`src/rtl/mem_stage.sv`:
```
// Memory-access pipeline stage. It takes EX results, performs loads and
// stores over a req/ack data-memory port with variable latency, aligns and
// extends load data, and registers the outcome into the MEM/WB register
// that feeds the write-back unit.
//
// Handshake: while dmem_req is high, dmem_addr/we/be/wdata are held
// constant. The access completes in the cycle dmem_ack is seen high with
// dmem_req high. dmem_ack seen outside an access is ignored.
module mem_stage #(
    parameter int unsigned MAX_WAIT = 15
) (
    input  logic        clk,
    input  logic        rst_n,
    input  logic        ex_valid,
    input  logic [31:0] ex_alu_out,
    input  logic [31:0] ex_rs2_data,
    input  logic [31:0] ex_pc_imm,
    input  logic [31:0] ex_imm,
    input  logic [4:0]  ex_rd,
    input  logic [1:0]  ex_reg_in_sel,
    input  logic        ex_mem_reg,
    input  logic        ex_reg_wr,
    input  logic        ex_mem_rd,
    input  logic        ex_mem_wr,
    input  logic [2:0]  ex_funct3,
    output logic        dmem_req,
    output logic        dmem_we,
    output logic [31:0] dmem_addr,
    output logic [31:0] dmem_wdata,
    output logic [3:0]  dmem_be,
    input  logic        dmem_ack,
    input  logic [31:0] dmem_rdata,
    output logic        mem_stall,
    output logic        mem_err,
    output logic [31:0] wb_alu_out,
    output logic [31:0] wb_mem_data,
    output logic [31:0] wb_pc_imm,
    output logic [31:0] wb_imm,
    output logic [4:0]  wb_rd,
    output logic [1:0]  wb_reg_in_sel,
    output logic        wb_mem_reg,
    output logic        wb_reg_wr
);

    typedef enum logic {
        IDLE   = 1'b0,
        ACCESS = 1'b1
    } state_t;

    // The wait counter counts ACCESS cycles without ack. The access is
    // aborted in the cycle that would be the MAX_WAIT-th such cycle, so the
    // counter itself never needs to hold MAX_WAIT.
    localparam logic [7:0] LAST_WAIT = 8'(MAX_WAIT - 1);

    state_t      state;
    state_t      state_nx;
    logic [7:0]  wait_cnt;

    // Instruction held for the duration of an access
    logic [31:0] h_addr;
    logic [2:0]  h_funct3;
    logic        h_we;
    logic [3:0]  h_be;
    logic [31:0] h_wdata;
    logic [31:0] h_pc_imm;
    logic [31:0] h_imm;
    logic [4:0]  h_rd;
    logic [1:0]  h_reg_in_sel;
    logic        h_mem_reg;
    logic        h_reg_wr;

    // Decode of the incoming EX/MEM slot
    logic        is_mem_op;
    logic        is_alu_op;
    logic        misaligned;
    logic [3:0]  be_calc;
    logic [31:0] wdata_calc;

    // FSM decisions
    logic        start;
    logic        done;
    logic        timeout;
    logic        err_nx;

    // Load alignment
    logic [31:0] rdata_shift;
    logic [31:0] load_data;

    // Classify the EX/MEM slot and compute store lanes from the address
    always_comb begin
        is_mem_op  = ex_valid & (ex_mem_rd | ex_mem_wr);
        is_alu_op  = ex_valid & ~ex_mem_rd & ~ex_mem_wr;
        misaligned = ((ex_funct3[1:0] == 2'b01) & ex_alu_out[0]) |
                     ((ex_funct3[1:0] == 2'b10) & (ex_alu_out[1:0] != 2'b00));
        be_calc    = 4'b1111;
        wdata_calc = ex_rs2_data;
        case (ex_funct3[1:0])
            2'b00: begin
                be_calc    = 4'b0001 << ex_alu_out[1:0];
                wdata_calc = {4{ex_rs2_data[7:0]}};
            end
            2'b01: begin
                be_calc    = ex_alu_out[1] ? 4'b1100 : 4'b0011;
                wdata_calc = {2{ex_rs2_data[15:0]}};
            end
            default: begin
                be_calc    = 4'b1111;
                wdata_calc = ex_rs2_data;
            end
        endcase
    end

    // Next-state and stall logic. A misaligned op is dropped as a bubble
    // without stalling, so upstream advances to the next instruction at
    // once. A timed-out access releases the stall in its last request
    // cycle so the aborted instruction is not re-issued.
    always_comb begin
        state_nx  = state;
        mem_stall = 1'b0;
        start     = 1'b0;
        done      = 1'b0;
        timeout   = 1'b0;
        err_nx    = 1'b0;
        case (state)
            IDLE: begin
                if (is_mem_op) begin
                    if (misaligned) begin
                        err_nx = 1'b1;
                    end else begin
                        mem_stall = 1'b1;
                        start     = 1'b1;
                        state_nx  = ACCESS;
                    end
                end
            end
            ACCESS: begin
                if (dmem_ack) begin
                    done     = 1'b1;
                    state_nx = IDLE;
                end else if (wait_cnt == LAST_WAIT) begin
                    timeout  = 1'b1;
                    err_nx   = 1'b1;
                    state_nx = IDLE;
                end else begin
                    mem_stall = 1'b1;
                end
            end
            default: state_nx = IDLE;
        endcase
    end

    // State register and wait counter
    always_ff @(posedge clk or negedge rst_n) begin
        if (!rst_n) begin
            state    <= IDLE;
            wait_cnt <= 8'd0;
        end else begin
            state <= state_nx;
            if (state == ACCESS && !dmem_ack && !timeout) begin
                wait_cnt <= wait_cnt + 8'd1;
            end else begin
                wait_cnt <= 8'd0;
            end
        end
    end

    // Capture the memory instruction when the access starts
    always_ff @(posedge clk or negedge rst_n) begin
        if (!rst_n) begin
            h_addr       <= 32'd0;
            h_funct3     <= 3'd0;
            h_we         <= 1'b0;
            h_be         <= 4'd0;
            h_wdata      <= 32'd0;
            h_pc_imm     <= 32'd0;
            h_imm        <= 32'd0;
            h_rd         <= 5'd0;
            h_reg_in_sel <= 2'd0;
            h_mem_reg    <= 1'b0;
            h_reg_wr     <= 1'b0;
        end else if (start) begin
            h_addr       <= ex_alu_out;
            h_funct3     <= ex_funct3;
            h_we         <= ex_mem_wr;
            h_be         <= be_calc;
            h_wdata      <= wdata_calc;
            h_pc_imm     <= ex_pc_imm;
            h_imm        <= ex_imm;
            h_rd         <= ex_rd;
            h_reg_in_sel <= ex_reg_in_sel;
            h_mem_reg    <= ex_mem_reg;
            h_reg_wr     <= ex_reg_wr;
        end
    end

    // Memory port driven straight from the held registers so it is stable
    assign dmem_req   = (state == ACCESS);
    assign dmem_we    = h_we;
    assign dmem_addr  = {h_addr[31:2], 2'b00};
    assign dmem_be    = h_be;
    assign dmem_wdata = h_wdata;

    // Select the addressed byte/half of the read word and extend it
    always_comb begin
        rdata_shift = dmem_rdata >> {h_addr[1:0], 3'b000};
        case (h_funct3)
            3'b000:  load_data = {{24{rdata_shift[7]}}, rdata_shift[7:0]};
            3'b001:  load_data = {{16{rdata_shift[15]}}, rdata_shift[15:0]};
            3'b100:  load_data = {24'd0, rdata_shift[7:0]};
            3'b101:  load_data = {16'd0, rdata_shift[15:0]};
            default: load_data = dmem_rdata;
        endcase
    end

    // Error pulse, one cycle after a misaligned op or a timeout
    always_ff @(posedge clk or negedge rst_n) begin
        if (!rst_n) begin
            mem_err <= 1'b0;
        end else begin
            mem_err <= err_nx;
        end
    end

    // MEM/WB register: an ALU op from IDLE, a completed access, or a bubble
    always_ff @(posedge clk or negedge rst_n) begin
        if (!rst_n) begin
            wb_alu_out    <= 32'd0;
            wb_mem_data   <= 32'd0;
            wb_pc_imm     <= 32'd0;
            wb_imm        <= 32'd0;
            wb_rd         <= 5'd0;
            wb_reg_in_sel <= 2'd0;
            wb_mem_reg    <= 1'b0;
            wb_reg_wr     <= 1'b0;
        end else if (state == IDLE && is_alu_op) begin
            wb_alu_out    <= ex_alu_out;
            wb_mem_data   <= 32'd0;
            wb_pc_imm     <= ex_pc_imm;
            wb_imm        <= ex_imm;
            wb_rd         <= ex_rd;
            wb_reg_in_sel <= ex_reg_in_sel;
            wb_mem_reg    <= ex_mem_reg;
            wb_reg_wr     <= ex_reg_wr;
        end else if (done) begin
            wb_alu_out    <= h_addr;
            wb_mem_data   <= h_we ? 32'd0 : load_data;
            wb_pc_imm     <= h_pc_imm;
            wb_imm        <= h_imm;
            wb_rd         <= h_rd;
            wb_reg_in_sel <= h_reg_in_sel;
            wb_mem_reg    <= h_mem_reg;
            wb_reg_wr     <= h_reg_wr;
        end else begin
            wb_reg_wr     <= 1'b0;
        end
    end

endmodule

```
`config.mk`:
```
export PLATFORM = sky130hd
export DESIGN_NAME = mem_stage
export DESIGN_NICKNAME = d
export VERILOG_FILES = /design/src/rtl/mem_stage.sv
export SDC_FILE = /design/constraint.sdc
export NUM_CORES = 1
export LEC_CHECK = 0
export CORE_UTILIZATION = 48
export CTS_BUF_LIST = sky130_fd_sc_hd__clkbuf_4 sky130_fd_sc_hd__clkbuf_8
export DETAILED_ROUTE_END_ITERATION = 10
export GPL_TIMING_DRIVEN = 0
export PLACE_DENSITY = 0.9
export SYNTH_ARGS = -nofsm -noshare
export SYNTH_HDL_FRONTEND = slang
export SYNTH_SLANG_ARGS = --single-unit
```
`constraint.sdc`:
```
create_clock -name clk -period 4.74 [get_ports clk]
set_clock_uncertainty 0.2 [all_clocks]
set_input_delay 1.185 -clock clk [delete_from_list [all_inputs] [get_ports clk]]
set_output_delay 1.185 -clock clk [all_outputs]
set_load 0.005 [all_outputs]
```
==> Yosys cells after proc, flatten, opt, wreduce, memory -nomap -nowiden <==
Index checks and enable logic that the tools add are counted.
Widths: inputs -> output; s select.
{ "word_totals": {"ff_bits": 292, "inputBits": 178, "out_inout_bits": 209, "elab_cells": 86} }
{ "op_classes": {"n_addsub": 1, "n_eq_ne": 6, "shift": 2, "mux": 36, "bitwise": 10, "n_reduce_logical": 9} }
{ "ops": {"columns": ["op", "count"], "rows": [
  ["$mux 32", 9],
  ["$pmux 32 s4", 1],
  ["$pmux 32 s2", 1],
  ["$shr 32x5->16", 1],
  ["$mux 1", 16],
  ["$mux 5", 2],
  ["$add 8x1->8 const B", 1],
  ["$eq 8x4->1 const B", 1],
  ["$mux 8", 1],
  ["$pmux 4 s2", 1],
  ["$eq 3x3->1 const B", 2],
  ["$and 1x1->1", 5],
  ["$mux 2", 2],
  ["$mux 4", 1],
  ["$pmux 1 s2", 2],
  ["$reduce_bool 2->1", 2],
  ["$shl 1x2->4 const A", 1],
  ["$eq 3x1->1 const B", 1],
  ["$logic_and 1x1->1", 3],
  ["$logic_not 3->1", 1],
  ["$not 1->1", 3],
  ["$eq 2x1->1 const B", 1],
  ["$eq 2x2->1 const B", 1],
  ["$logic_not 1->1", 2],
  ["other kinds (2)", 3]
]} }

==> Depth between registers and ports, before layout <==
{ "logic_depth": {"word_depth": 7, "ltp_mapped": 8, "mapped_depth_nobuf": 5} }

==> Least setup slack after synthesis <==
OpenSTA, ideal clock, no wires.
{ "synth_path": {"path_type": "in2out", "start": "input port ex_funct3[0]", "end": "output port mem_stall", "arrival_time_ns": 2.329, "required_time_ns": 3.355, "setup_slack_ns": 1.026, "path_stages": 7, "path_buffers": 4, "path_cell_list": "buf_2 > o31a_1 > buf_4 > nand2_2 > buf_4 > buf_4 > nand2_1"} }
{ "synth_between": {"elab_chain_cells": 6, "elab_cells_between_ends": 8, "cone_classes": "eq/ne (2); mux (3); bitwise (3)"} }
{ "synth_rtl": {"columns": ["item", "line", "source"], "rows": [
  ["start: declaration", "25", "input logic [2:0] ex_funct3,"],
  ["$eq 2x1->1 or $eq 2x2->1 (tied branches)", "93, 94", null],
  ["$and 1x1->1, on equally long branches", "93, 94", null],
  ["$or 1x1->1 (*)", "93", "misaligned = ((ex_funct3[1:0] == 2'b01) & ex_alu_out[0]) |"],
  ["$mux 1 (*)", "127", "if (misaligned) begin"],
  ["$mux 1 (*)", "126", "if (is_mem_op) begin"],
  ["$pmux 1 s2 (*)", "124", "case (state)"],
  ["end: declaration", "33", "output logic mem_stall,"]
]} }
Mark *: on every way between the ends. The rest lies on a longest branch, timed or not.

==> Worst setup path in the final report <==
{ "layout_path": {"start": "input port ex_alu_out[1]", "end": "output port mem_stall"} }
{ "layout_between": {"elab_chain_cells": 6} }
{ "layout_rtl": {"columns": ["item", "line", "source"], "rows": [
  ["start: declaration", "15", "input logic [31:0] ex_alu_out,"],
  ["$reduce_bool 2->1", "94", "((ex_funct3[1:0] == 2'b10) & (ex_alu_out[1:0] != 2'b00));"],
  ["$and 1x1->1", "94", null],
  ["$or 1x1->1", "93", null],
  ["$mux 1", "127", null],
  ["$mux 1", "126", null],
  ["$pmux 1 s2", "124", null]
]} }
Every way passes these cells.

==> results.sh <==
export IMPL_viasPerCell=5.63
export IMPL_hpwl_um=27900
export IMPL_clkPwrFrac=0.247
export IMPL_timing_rr_start="dmem_req"
export IMPL_setup_viol=0
export IMPL_peakVddDrop_uv=358
export IMPL_relSlewSlack=0.375
export IMPL_gp_routability_congestion=0.909
export IMPL_drive_gt1_frac=0.179
export IMPL_regToRegEndpoint="wb_alu_out[17]"
export IMPL_cp_start_kind="input pin"
export IMPL_endpoint="mem_stall"
export IMPL_ff2ff_path_depth=7
export IMPL_netSwitchingPower_mw=2.59
export IMPL_grt_max_degree=125
export IMPL_r2r_slack_ps=1740
export IMPL_drc=0
export IMPL_synth_seq_cells=292
export IMPL_clockBufferDepth=3
export IMPL_fin_ws_ps=128
export IMPL_finalCritPeriodShare=0.973
export IMPL_worst_pin_slew_ps=934
export IMPL_die_width_um=164
export IMPL_dieArea_sq_um=27000
export IMPL_syn_avg_cell_area_sq_um=11.4
export IMPL_max_cap_viol_count=0
export IMPL_critical_path_class="input pin to output port"
export IMPL_grt_pass1_vias=11100
export IMPL_rows=59
export IMPL_synth_top_cell_by_area="dfrtp_1"
export IMPL_routed_wl_um=38900
export IMPL_ioPinCount=387
export IMPL_cts_htree_levels=2
export IMPL_min_path_type="register to register"
export IMPL_synth_warnings=0
export IMPL_routedWlPerCell_um=20.4
export IMPL_sw_frac_of_total=0.295
export IMPL_arrival_ps=3230
export IMPL_netlist_area_sq_um=12700
export IMPL_path_delay_family="buffers and inverters"
export IMPL_cp_max_fo=10
export IMPL_coreArea_sq_um=26000
export IMPL_numPortBuffers=381
export IMPL_ys_seq_area_frac=0.577
export IMPL_postRouteAntennaNets=0
export IMPL_slowest_delay_ps=460
export IMPL_grt_pass1_wl_um=58900
export IMPL_antenna_cells=0
export IMPL_synth_distinct_cells=46
export IMPL_post_place_ws_ps=-513
export IMPL_grt_setup_unrepaired="false"
export IMPL_dp_cells=1831
export IMPL_powerDensity_nw_per_um2=491
export IMPL_ys_top_cells_by_count="292 x dfrtp_1, 239 x nand2_1, 124 x mux2_2"
export IMPL_end_kind="output port"
export IMPL_num_vias=10700
export IMPL_totalPowerFinal_mw=8.78
export IMPL_p_leak_nw=7.96
export IMPL_power_frac_comb=0.331
export IMPL_crit_top_cell="buf_4"
export IMPL_required_ps=3360
export IMPL_grt_overflow=0
export IMPL_status="finished, final reports clean"
export IMPL_first_pass_iters=5
export IMPL_clkSlewWorstSetupHoldPaths_ps=50
export IMPL_p_seq_frac=0.422
export IMPL_drt_iter0_markers=805
export IMPL_clock_latency_ps=550
export IMPL_slowest_stage="clkdlybuf4s50_1"
export IMPL_hold_path_depth=2
export IMPL_nNetsFinal=1727
export IMPL_fin_cells=1906
export IMPL_die_y_um=164
export IMPL_start_util=0.487
export IMPL_path_depth=9
export IMPL_fmax_mhz=217
export IMPL_hold_violations=0
export IMPL_yosysMostFrequentCell="dfrtp_1"
export IMPL_area_growth_synth_to_final_pct=41.4
export IMPL_cts_root_buffer_cell="clkbuf_8"
export IMPL_worst_path_buf_inv=5
export IMPL_crit_chain="clkdlybuf4s15_2 > nor2_2 > o31a_1 > buf_4 > nand2_4 > buf_6 > buf_4 > nand2_1 > clkdlybuf4s50_1"
export IMPL_intPower_mw=6.19
export IMPL_synth_edf_count=0
export IMPL_grt_util_all_layers=0.282
export IMPL_drv_slew=0
export IMPL_synth_area_leaders="dfrtp_1 58%, mux2_2 11%, nand2_1 7.1%"
export IMPL_synthFlopType="dfrtp_1"
export IMPL_timing_final_crit_period_ps=4610
export IMPL_ys_async_sr_fraction=1.00
export IMPL_cts_tree="done"
export IMPL_antenna_found_initial=1
export IMPL_synth_top_cell_area_share=0.577
export IMPL_postSynthCellCount=1112
export IMPL_cts_inserted_buffers=49
export IMPL_clock_sinks=292
export IMPL_crit_path_start="ex_alu_out[1]"
## cell type report
class / count / area [sq um]
buffer: 111 / 604
clock buffer: 69 / 856
clock inverter: 6 / 60.1
fill: 1850 / 8100
inverter: 5 / 18.8
multi-input combinational: 705 / 4750
sequential: 292 / 7310
tap: 335 / 419
timing repair buffer: 383 / 3870
## per-layer routing
| layer | track usage | vias up | share of wire |
|---|---|---|---|
| met5 | 0 | - | 0 |
| met4 | 0.134 | 0 | 0.046 |
| li1 | - | 4760 | - |
| met2 | 0.479 | 522 | 0.49 |
| met3 | 0.0778 | 119 | 0.088 |
| met1 | 0.329 | 5331 | 0.37 |
## power by group through the flow
stage / clock, mW / sequential (mW) / combinational (mW)
floorplan: 0 / 3.69 / 1.12
global route: 2.31 / 3.79 / 3.14
finish: 2.17 / 3.71 / 2.91
CTS: 2.21 / 3.70 / 2.91
detailed placement: 0 / 3.73 / 2.88
global placement: 0 / 3.70 / 2.77
## per-stage QoR
step | area [sq um] | setup TNS (ps) | hold WS, ps | utilization
global placement | 16900 | -2925900 | 256 | 0.650
floorplan | 12700 | 0 | 256 | -
global route | 17900 | 0 | 293 | 0.688
detailed placement | 17000 | -513 | 262 | 0.652
finish | 17900 | 0 | 272 | 0.688
CTS | 17900 | 0 | 277 | 0.688
## layout by cell type (no fill, tap or decap), drive strengths merged, types with 16 or more instances in the layout
| cell type | count |
|---|---|
| clkdlybuf4s50 | 379 |
| dfrtp | 292 |
| nand2 | 240 |
| mux2 | 124 |
| clkbuf | 116 |
| a22oi | 112 |
| buf | 67 |
| o21ai | 45 |
| a21oi | 41 |
| mux2i | 35 |
| a221o | 16 |
## worst min-delay path: stages (launching register included)
cell and delay (ps):
dfrtp_1 340, nand2_1 50, nand2_1 50
## worst min path at each step
| stage | start | endpoint |
|---|---|---|
| finish | wb_alu_out[12] | wb_alu_out[12] |
| global route | wb_pc_imm[4] | wb_pc_imm[4] |
| CTS | wb_imm[5] | wb_imm[5] |
| detailed placement | wb_imm[5] | wb_imm[5] |
| global placement | wb_alu_out[15] | wb_alu_out[15] |
| floorplan | h_imm[0] | wb_imm[0] |
## cells by family (layout without fill, tap and decap cells)
family,after synthesis,after routing,share of synthesized area
and+or+nand+nor,302,302,0.100
DFF,292,292,0.577
AOI/OAI and AO/OA,232,232,0.126
muxes,161,161,0.142
buffers and inverters,116,574,0.0489
xor gates and xnor gates,6,6,0.00415
adders and majority gates,2,2,0.00198
other,1,2,0.000296
## what timing repair did
item	CTS	global route
buffers inserted	0	0
endpoints found under the setup margin	1	1
resized for setup	6	2
pin swaps	0	0
hold buffers	0	0
(Power assumes the default switching activity.)
